==> config.mk <==
export PLATFORM = sky130hd
export DESIGN_NAME = result_stack
export DESIGN_NICKNAME = d
export VERILOG_FILES = /design/src/rtl/calc_pkg.sv /design/src/rtl/edge_pulse.sv /design/src/rtl/result_stack.sv
export SDC_FILE = /design/constraint.sdc
export NUM_CORES = 1
export LEC_CHECK = 0
export ABC_CLOCK_PERIOD_IN_PS = 4150
export BUFFER_PORTS_ARGS = -buffer_cell sky130_fd_sc_hd__buf_4
export CAP_MARGIN = 30
export CORE_ASPECT_RATIO = 1.75
export CORE_MARGIN = 1.5
export CORE_UTILIZATION = 59
export DETAILED_ROUTE_END_ITERATION = 7
export GPL_TIMING_DRIVEN = 0
export PLACE_DENSITY_LB_ADDON = 0.2
export SLEW_MARGIN = 5
export SYNTH_ARGS = -nofsm -noshare
export SYNTH_HDL_FRONTEND = slang
export SYNTH_HIERARCHICAL = 1
export SYNTH_SLANG_ARGS = --single-unit
==> constraint.sdc <==
create_clock -name clk -period 4.15 [get_ports clk]
set_clock_uncertainty 0.2 [all_clocks]
set_input_delay 0.2075 -clock clk [delete_from_list [all_inputs] [get_ports clk]]
set_output_delay 0.2075 -clock clk [all_outputs]
set_load 0.02 [all_outputs]
==> src/rtl/calc_pkg.sv <==
// Constants shared by the calculator datapath: default result/tag widths and
// the opcode-select tag encodings carried alongside each ALU result.
package calc_pkg;

   localparam int CALC_DATA_W = 6;
   localparam int CALC_TAG_W  = 3;

   typedef enum logic [CALC_TAG_W-1:0] {
      TAG_NONE = 3'd0,
      TAG_ADD  = 3'd1,
      TAG_SUB  = 3'd2,
      TAG_MUL  = 3'd3,
      TAG_DIV  = 3'd4,
      TAG_NEG  = 3'd5,
      TAG_LOAD = 3'd6
   } calc_tag_e;

endpackage

==> src/rtl/edge_pulse.sv <==
// Rising-edge detector for a debounced level request. History resets to 1 so a
// request already held high when reset releases does not count as a new press.
module edge_pulse (
   input  logic clk,
   input  logic reset,
   input  logic i_level,
   output logic o_pulse
);

   logic r_hist;

   always_ff @(posedge clk or posedge reset) begin
      if (reset) r_hist <= 1'b1;
      else       r_hist <= i_level;
   end

   assign o_pulse = i_level & ~r_hist;

endmodule

==> src/rtl/result_stack.sv <==
// Tagged LIFO of ALU results held in a circular buffer (base pointer + count),
// with replace-top on simultaneous push/pop, optional overwrite-oldest and sticky flags.
module result_stack
   import calc_pkg::*;
#(
   parameter int DATA_W    = CALC_DATA_W,
   parameter int TAG_W     = CALC_TAG_W,
   parameter int DEPTH     = 8,
   parameter bit OVERWRITE = 1'b0,
   parameter int CNT_W     = $clog2(DEPTH + 1)
) (
   input  logic              clk,
   input  logic              reset,
   input  logic              push,
   input  logic              pop,
   input  logic [DATA_W-1:0] data_in,
   input  logic [TAG_W-1:0]  tag_in,
   input  logic              flag_clr,
   input  logic              rdflag_clr,
   output logic [DATA_W-1:0] data_top,
   output logic [TAG_W-1:0]  tag_top,
   output logic [CNT_W-1:0]  count,
   output logic              full,
   output logic              empty,
   output logic              ovf_flag,
   output logic              udf_flag
);

   localparam int IDX_W = $clog2(DEPTH);
   localparam int SUM_W = CNT_W + 1;
   localparam int ENT_W = TAG_W + DATA_W;
   localparam logic [SUM_W-1:0] DEPTH_S = SUM_W'(DEPTH);
   localparam logic [CNT_W-1:0] DEPTH_C = CNT_W'(DEPTH);

   // Sums never reach 2*DEPTH, so a single conditional subtract wraps them.
   function automatic logic [IDX_W-1:0] f_wrap(input logic [SUM_W-1:0] v);
      logic [SUM_W-1:0] w;
      w = (v >= DEPTH_S) ? v - DEPTH_S : v;
      return w[IDX_W-1:0];
   endfunction

   logic [ENT_W-1:0]  r_mem [DEPTH];
   logic [IDX_W-1:0]  r_bot;
   logic [CNT_W-1:0]  r_count;
   logic [DATA_W-1:0] r_data_top;
   logic [TAG_W-1:0]  r_tag_top;
   logic              r_ovf;
   logic              r_udf;

   logic              w_push_ev, w_pop_ev, w_full, w_empty;
   logic [IDX_W-1:0]  w_top_idx, w_nxt_idx, w_bot_inc, w_new_top_idx;
   logic [IDX_W-1:0]  w_nxt_bot, w_wr_idx;
   logic [CNT_W-1:0]  w_nxt_count;
   logic              w_wr_en, w_set_ovf, w_set_udf;
   logic [ENT_W-1:0]  w_new_top;

   edge_pulse u_push_edge (.clk(clk), .reset(reset), .i_level(push), .o_pulse(w_push_ev));
   edge_pulse u_pop_edge  (.clk(clk), .reset(reset), .i_level(pop),  .o_pulse(w_pop_ev));

   assign w_full  = (r_count == DEPTH_C);
   assign w_empty = (r_count == '0);

   assign w_top_idx     = f_wrap(SUM_W'(r_bot) + SUM_W'(r_count) - SUM_W'(1));
   assign w_nxt_idx     = f_wrap(SUM_W'(r_bot) + SUM_W'(r_count));
   assign w_bot_inc     = f_wrap(SUM_W'(r_bot) + SUM_W'(1));
   assign w_new_top_idx = f_wrap(SUM_W'(w_nxt_bot) + SUM_W'(w_nxt_count) - SUM_W'(1));

   always_comb begin
      w_nxt_count = r_count;
      w_nxt_bot   = r_bot;
      w_wr_en     = 1'b0;
      w_wr_idx    = w_nxt_idx;
      w_set_ovf   = 1'b0;
      w_set_udf   = 1'b0;
      if (w_push_ev && w_pop_ev) begin
         w_wr_en = 1'b1;
         if (w_empty) begin
            w_nxt_count = r_count + CNT_W'(1);
            w_set_udf   = 1'b1;
         end else begin
            w_wr_idx = w_top_idx;
         end
      end else if (w_push_ev) begin
         if (!w_full) begin
            w_wr_en     = 1'b1;
            w_nxt_count = r_count + CNT_W'(1);
         end else begin
            w_set_ovf = 1'b1;
            if (OVERWRITE) begin
               w_wr_en   = 1'b1;
               w_wr_idx  = r_bot;
               w_nxt_bot = w_bot_inc;
            end
         end
      end else if (w_pop_ev) begin
         if (!w_empty) w_nxt_count = r_count - CNT_W'(1);
         else          w_set_udf   = 1'b1;
      end
   end

   // Every write lands on the slot that becomes the new top, so bypass memory.
   always_comb begin
      w_new_top = '0;
      if (w_wr_en)                w_new_top = {tag_in, data_in};
      else if (w_nxt_count != '0) w_new_top = r_mem[w_new_top_idx];
   end

   always_ff @(posedge clk or posedge reset) begin
      if (reset) begin
         r_count    <= '0;
         r_bot      <= '0;
         r_data_top <= '0;
         r_tag_top  <= '0;
         r_ovf      <= 1'b0;
         r_udf      <= 1'b0;
      end else begin
         r_count                 <= w_nxt_count;
         r_bot                   <= w_nxt_bot;
         {r_tag_top, r_data_top} <= w_new_top;
         if (w_set_ovf)     r_ovf <= 1'b1;
         else if (flag_clr) r_ovf <= 1'b0;
         if (w_set_udf)       r_udf <= 1'b1;
         else if (rdflag_clr) r_udf <= 1'b0;
      end
   end

   always_ff @(posedge clk) begin
      if (w_wr_en && !reset) r_mem[w_wr_idx] <= {tag_in, data_in};
   end

   assign data_top = r_data_top;
   assign tag_top  = r_tag_top;
   assign count    = r_count;
   assign full     = w_full;
   assign empty    = w_empty;
   assign ovf_flag = r_ovf;
   assign udf_flag = r_udf;

endmodule

==> results of run 1 <==
## cells by family after synthesis
family | synth area share [%]
fa+ha+maj | 0.9657
compound gates | 11.36
buf+inv | 2.414
mux | 6.115
simple gates | 11.84
xor+xnor | 0.6760
flops | 66.62
## power by group through the flow
stage	registers (mW)	logic (mW)	clock network, mW
2_1_floorplan	1.20	0.937	0
3_3_place_gp	1.12	1.39	0
3_5_place_dp	1.13	1.43	0
4_1_cts	1.11	1.47	0.796
5_1_grt	1.12	1.61	0.829
6_report	1.11	1.48	0.782
## worst min path at each step
stage / startpoint / endpoint / slack, ns / depth (start not counted)
after CTS: reset / u_pop_edge/r_hist / 0.23 / 3
after detailed placement: reset / u_pop_edge/r_hist / 0.04 / 2
after global routing: reset / u_pop_edge/r_hist / 0.26 / 3
after floorplan: reset / u_pop_edge/r_hist / -0.10 / 1
final: reset / u_push_edge/r_hist / 0.25 / 3
after global placement: reset / u_push_edge/r_hist / 0.04 / 2
## metal layers
| metal | track usage (%) | up-vias |
|---|---|---|
| met1 | 27.50 | 1193 |
| met3 | 7.107 | 15 |
| li1 | - | 1140 |
| met5 | 0 | - |
| met2 | 44.49 | 91 |
| met4 | 13.68 | 0 |
## repair_timing
item / 4_1_cts / 5_1_grt
hold endpoints to repair: 102 / 0
resized for setup: 6 / 3
hold buffers: 14 / 0
pin swaps: 1 / 1
endpoints found under the setup margin: 9 / 9
## Yosys cell counts (all sizes together)
| library cell | number |
|---|---|
| nor3 | 12 |
| nand2b | 21 |
| nand4bb | 1 |
| xnor2 | 1 |
| o32ai | 1 |
| buf | 3 |
| o221a | 2 |
| clkinv | 1 |
| nor2b | 3 |
| or3b | 1 |
| o31a | 1 |
| ha | 3 |
| a21oi | 7 |
| nand2 | 25 |
| inv | 11 |
| or3 | 2 |
| mux2i | 2 |
| o21ai | 4 |
| a22oi | 9 |
| edfxtp | 72 |
| or2 | 2 |
| a31oi | 1 |
| o21a | 10 |
| dfrtp | 15 |
| o221ai | 1 |
| a211oi | 10 |
| a221o | 9 |
| o31ai | 1 |
| mux2 | 1 |
| nor2 | 3 |
| clkbuf | 7 |
| nand3 | 4 |
| xor2 | 2 |
| dfstp | 2 |
| a21o | 1 |
| mux4 | 9 |
| nand4b | 3 |
| nand4 | 1 |
## worst reg2reg max path: stages (launching register included)
cell	delay, ns
dfrtp_1	0.47
clkinv_1	0.19
ha_2	0.27
inv_1	0.10
nor3_4	0.36
mux2i_1	0.14
a21oi_1	0.14
nand2b_1	0.13
o221ai_1	0.12
ha_2	0.24
or3_1	0.38
a21oi_1	0.69
o21a_1	0.24
a221o_1	0.15
## cell type report
class | count | share of cell area, %
plain buffers | 9 | 0.9791
well taps | 82 | 2.170
clock buffers | 10 | 4.843
inverters | 12 | 1.058
clock inverters | 6 | 1.270
flip-flops and latches | 89 | 54.78
repair buffers | 50 | 8.627
multi-input cells | 153 | 26.28
## sequential cells by signal, indices dropped and copies added, names as in the netlist
register,count
tag_top,3
count,4
u_pop_edge/r_hist,1
r_mem,72
ovf_flag,1
u_push_edge/r_hist,1
udf_flag,1
data_top,6
## stage by stage
| stage | setup TNS (ns) | std cells | power (mW) | hold WS (ns) | util (%) |
|---|---|---|---|---|---|
| global placement | -4.079 | 377 | 2.510 | 0.03838 | 65.56 |
| CTS | 0 | 412 | 3.375 | 0.2329 | 73.39 |
| floorplan | 0 | 264 | 2.134 | -0.1028 | - |
| finish | 0 | 411 | 3.376 | 0.2499 | 73.41 |
| global route | 0 | 411 | 3.560 | 0.2601 | 73.41 |
| detailed placement | -4.735 | 382 | 2.553 | 0.04068 | 66.41 |
==> flow_metrics.tcl, run 1 <==
set metrics [dict create \
    status "finished, final reports clean" \
    drive_gt1_share_pct 26.75 \
    grt_usage_pct 25.32 \
    maxSlewViolCount 0 \
    relSlewSlack_pct 41.62 \
    r2r_start "count[0]" \
    h-tree-depth 3 \
    syn-num-nets 282 \
    power_density_nw_per_um2 714.1 \
    critPathMaxFanout 9 \
    syn_area_per_cell_um2 14.73 \
    p_int_mw 2.178 \
    sequentialPowerShare_pct 32.9 \
    tritoncts "done" \
    p_comb_share_pct 44.0 \
    endpoint "data_top[0]" \
    final.min_clock_period_ns 3.854 \
    worstPathRequired_ns 4.22 \
    wl_per_cell_um 19.30 \
    grt_pass1_wl_mm 12.90 \
    dieArea_um2 7104 \
    cts_sinks 89 \
    drc_errors 0 \
    ff2ff_path_depth 13 \
    tightest_slew_ns 0.8704 \
    drt_iter0_markers 137 \
    synth_cell_types 44 \
    dr_wl_met3_um 402 \
    wl_met1_mm 2.810 \
    ff2ff_setup_slack_ns 0.30 \
    synth.area.top_cells "edfxtp_1 (56%), dfrtp_1 (9.7%), mux4_2 (5.2%)" \
    finalInstanceArea_um2 4728 \
    cp.depth 13 \
    area.growth.synth_to_final_pct 21.63 \
    swShare_pct 35.51 \
    peakVddDrop_mv 0.3949 \
    synthCells 264 \
    top_layer_used "met4" \
    first_global_vias 2581 \
    overflow 0 \
    syn-cell-area_um2 3887 \
    rsz0062_at_grt "no" \
    max_freq_ghz 0.2595 \
    startpoint "count[0]" \
    r2r_end "data_top[0]" \
    ioPinCount 32 \
    regArea_um2 2590 \
    numPortBuffers 31 \
    period_share_pct 92.86 \
    slowest_stage "a21oi_1" \
    path_clk_slew_ns 0.07 \
    switchingPower_mw 1.199 \
    synth_seq_cells 89 \
    vias 2439 \
    die_x_um 64.36 \
    cts_made_buffers 9 \
    synth_seq_area_share_pct 66.62 \
    max_stage_delay_ns 0.69 \
    via_per_inst 5.934 \
    fill_cells 458 \
    final_hold_viol_count 0 \
    firstDrtPassIters 4 \
    p_leak_nw 1.717 \
    grt_max_degree 17 \
    placed_area_um2 4278 \
    drv_cap 0 \
    root_buffer "clkbuf_16" \
    met2WireLength_mm 4.542 \
    crit_chain "clkinv_1 -> ha_2 -> inv_1 -> nor3_4 -> mux2i_1 -> a21oi_1 -> nand2b_1 -> o221ai_1 -> ha_2 -> or3_1 -> a21oi_1 -> o21a_1 -> a221o_1" \
    clock_path_buffers 2 \
    fin_ws_ns 0.2964 \
    path_class "register to register" \
    ant_nets 0 \
    n_antenna_cell 0 \
    nets 342 \
    synth_top_cell_by_area "edfxtp_1" \
    hold_class "primary input to async pin" \
    die_h_um 110.4 \
    gp_congestion 0.7798 \
    cts_setup_buffers 0 \
    wl_mm 7.931 \
    core_um2 6441 \
    endpoint_kind "register" \
    clk_latency_ns 0.34 \
    antenna_found_initial 0 \
    cp_data_arrival_time_ns 3.93 \
    detailedPlacementHpwl_mm 5.480 \
    place_ws_ns -0.5490 \
    setup-violations-final 0 \
    crit_family "compound AO/OA/AOI/OAI gates" \
    start_util_pct 60.35 \
    yosys.area.top_type_share_pct 55.62 \
    startpoint_type "register" \
    yosys_warnings 6 \
    multi_input_area_um2 1242 \
    final_common_cell "edfxtp_1" \
    p_clk_share_pct 23.2 \
    std_cell_rows 39 \
    critical_path_buf_inv_count 2 \
    final_cell_mix "edfxtp_1 (72), buf_4 (37), nand2_1 (24)" \
]
No activity file was read; power rests on OpenSTA's default activity.
==> run 2: changes to the inputs <==
- PLACE_DENSITY: default -> 0.82
- PLACE_DENSITY_LB_ADDON: 0.2 -> default
==> flow_metrics.tcl, run 2 (synthesized netlist as in run 1, its figures left out) <==
set metrics [dict create \
    drv_cap 0 \
    antenna_found_initial 0 \
    final.min_clock_period_ns 3.851 \
    maxSlewViolCount 0 \
    period_share_pct 92.80 \
    hold-worst-slack_ns 0.2647 \
    start_util_pct 60.35 \
    switchingPower_mw 1.189 \
    ioPinCount 32 \
    peakVddDrop_mv 0.4443 \
    overflow 0 \
    firstDrtPassIters 4 \
    core_um2 6441 \
    sequentialPowerShare_pct 33.3 \
    p_comb_share_pct 43.8 \
    dieArea_um2 7104 \
    fill_cells 420 \
    grt_usage_pct 24.94 \
    std_cell_rows 39 \
    placed_area_um2 4278 \
    p_clk_share_pct 22.9 \
    status "finished, final reports clean" \
    place_ws_ns -0.4470 \
    largest_register_ff_count 72 \
    detailedPlacementHpwl_mm 5.697 \
    tightest_slew_ns 0.8679 \
    max_freq_ghz 0.2597 \
    h-tree-depth 3 \
    die_x_um 64.36 \
    gp_congestion 0.8426 \
    ff2ff_path_depth 13 \
    endpoint_kind "register" \
    area.growth.synth_to_final_pct 21.60 \
    fin_tns_setup_ns 0 \
    final_cells 411 \
    clock_path_buffers 2 \
    critPathMaxFanout 10 \
    finalInstanceArea_um2 4727 \
    grtUsageMet1_pct 26.67 \
    setup-violations-final 0 \
    swShare_pct 35.71 \
    ant_nets 0 \
    startpoint_type "register" \
    hold_class "primary input to async pin" \
    p_leak_nw 1.720 \
    path_class "register to register" \
    busiest_layer "met2" \
    n_antenna_cell 0 \
    p_int_mw 2.140 \
    relSlewSlack_pct 41.83 \
    grt_util_met3_pct 5.584 \
    worstPathRequired_ns 4.17 \
    cp_data_arrival_time_ns 3.87 \
    cts_setup_buffers 0 \
    final_cell_mix "edfxtp_1 (72), buf_4 (36), nand2_1 (24)" \
    first_global_vias 2541 \
    cts_sinks 89 \
    power_density_nw_per_um2 704.2 \
    drc_errors 0 \
    drt_iter0_markers 145 \
    rsz0062_at_grt "no" \
    grt_pass1_wl_mm 12.54 \
    wl_per_cell_um 18.91 \
    tritoncts "done" \
    via_per_inst 5.813 \
    grt_max_degree 17 \
    path_clk_slew_ns 0.06 \
    final_hold_viol_count 0 \
    numPortBuffers 31 \
    largest-register "r_mem" \
    cts_made_buffers 9 \
    final_common_cell "edfxtp_1" \
    dp.cells 382 \
    drive_gt1_share_pct 27.36 \
    fin_total_pwr_mw 3.329 \
    vias 2389 \
    met2_usage_pct 44.94 \
    clk_latency_ns 0.34 \
    die_h_um 110.4 \
    nets 342 \
    fin_ws_ns 0.2988 \
    wl_mm 7.770 \
    root_buffer "clkbuf_16" \
    post-route-util_pct 73.39 \
]
-- run 2: routing by layer --
metal  wire length, um  up-vias
met3               246       23
li1                  -     1143
met4               265        0
met2              4402       59
met1              2855     1164
met5                 0        -
-- run 2: path summary, 6_finish.rpt --
check,startpoint,endpoint,slack [ns]
max,count[0],tag_top[1],0.30
min,reset,u_pop_edge/r_hist,0.26
max reg2reg,count[0],tag_top[1],0.30
min reg2reg,udf_flag,udf_flag,0.33
max in group asynchronous,reset,count[1],2.99
min in group clk,pop,u_pop_edge/r_hist,0.33
-- run 2: power by group through the flow --
stage / combinational, mW / sequential (mW) / clock, mW
global placement: 1.37 / 1.12 / 0
CTS: 1.45 / 1.11 / 0.774
global route: 1.59 / 1.12 / 0.814
detailed placement: 1.41 / 1.13 / 0
floorplan: 0.937 / 1.20 / 0
finish: 1.46 / 1.11 / 0.761
-- run 2: layout make-up --
| type | count | area [um^2] | share of cell area, % |
|---|---|---|---|
| clock buffer | 10 | 239.0 | 5.056 |
| buffer | 9 | 46.29 | 0.9794 |
| timing repair buffer | 50 | 407.9 | 8.629 |
| sequential | 89 | 2590 | 54.79 |
| multi-input combinational | 153 | 1242 | 26.28 |
| tap | 82 | 102.6 | 2.170 |
| inverter | 12 | 50.05 | 1.059 |
| clock inverter | 6 | 48.80 | 1.032 |
-- run 2: what timing repair did --
action | CTS | global route
hold buffers | 14 | 0
resized for setup | 5 | 4
hold endpoints to repair | 100 | 0
setup endpoints to repair | 9 | 9
-- run 2: critical path: stages, from the launching register on --
cell and delay, ns:
dfrtp_1 0.47, clkinv_1 0.18, ha_2 0.28, inv_1 0.10, nor3_4 0.37, mux2i_1 0.12, a21oi_1 0.14, nand2b_1 0.13
o221ai_1 0.12, ha_2 0.43, clkbuf_2 0.23, clkbuf_4 0.27, mux4_2 0.32, a221o_1 0.36
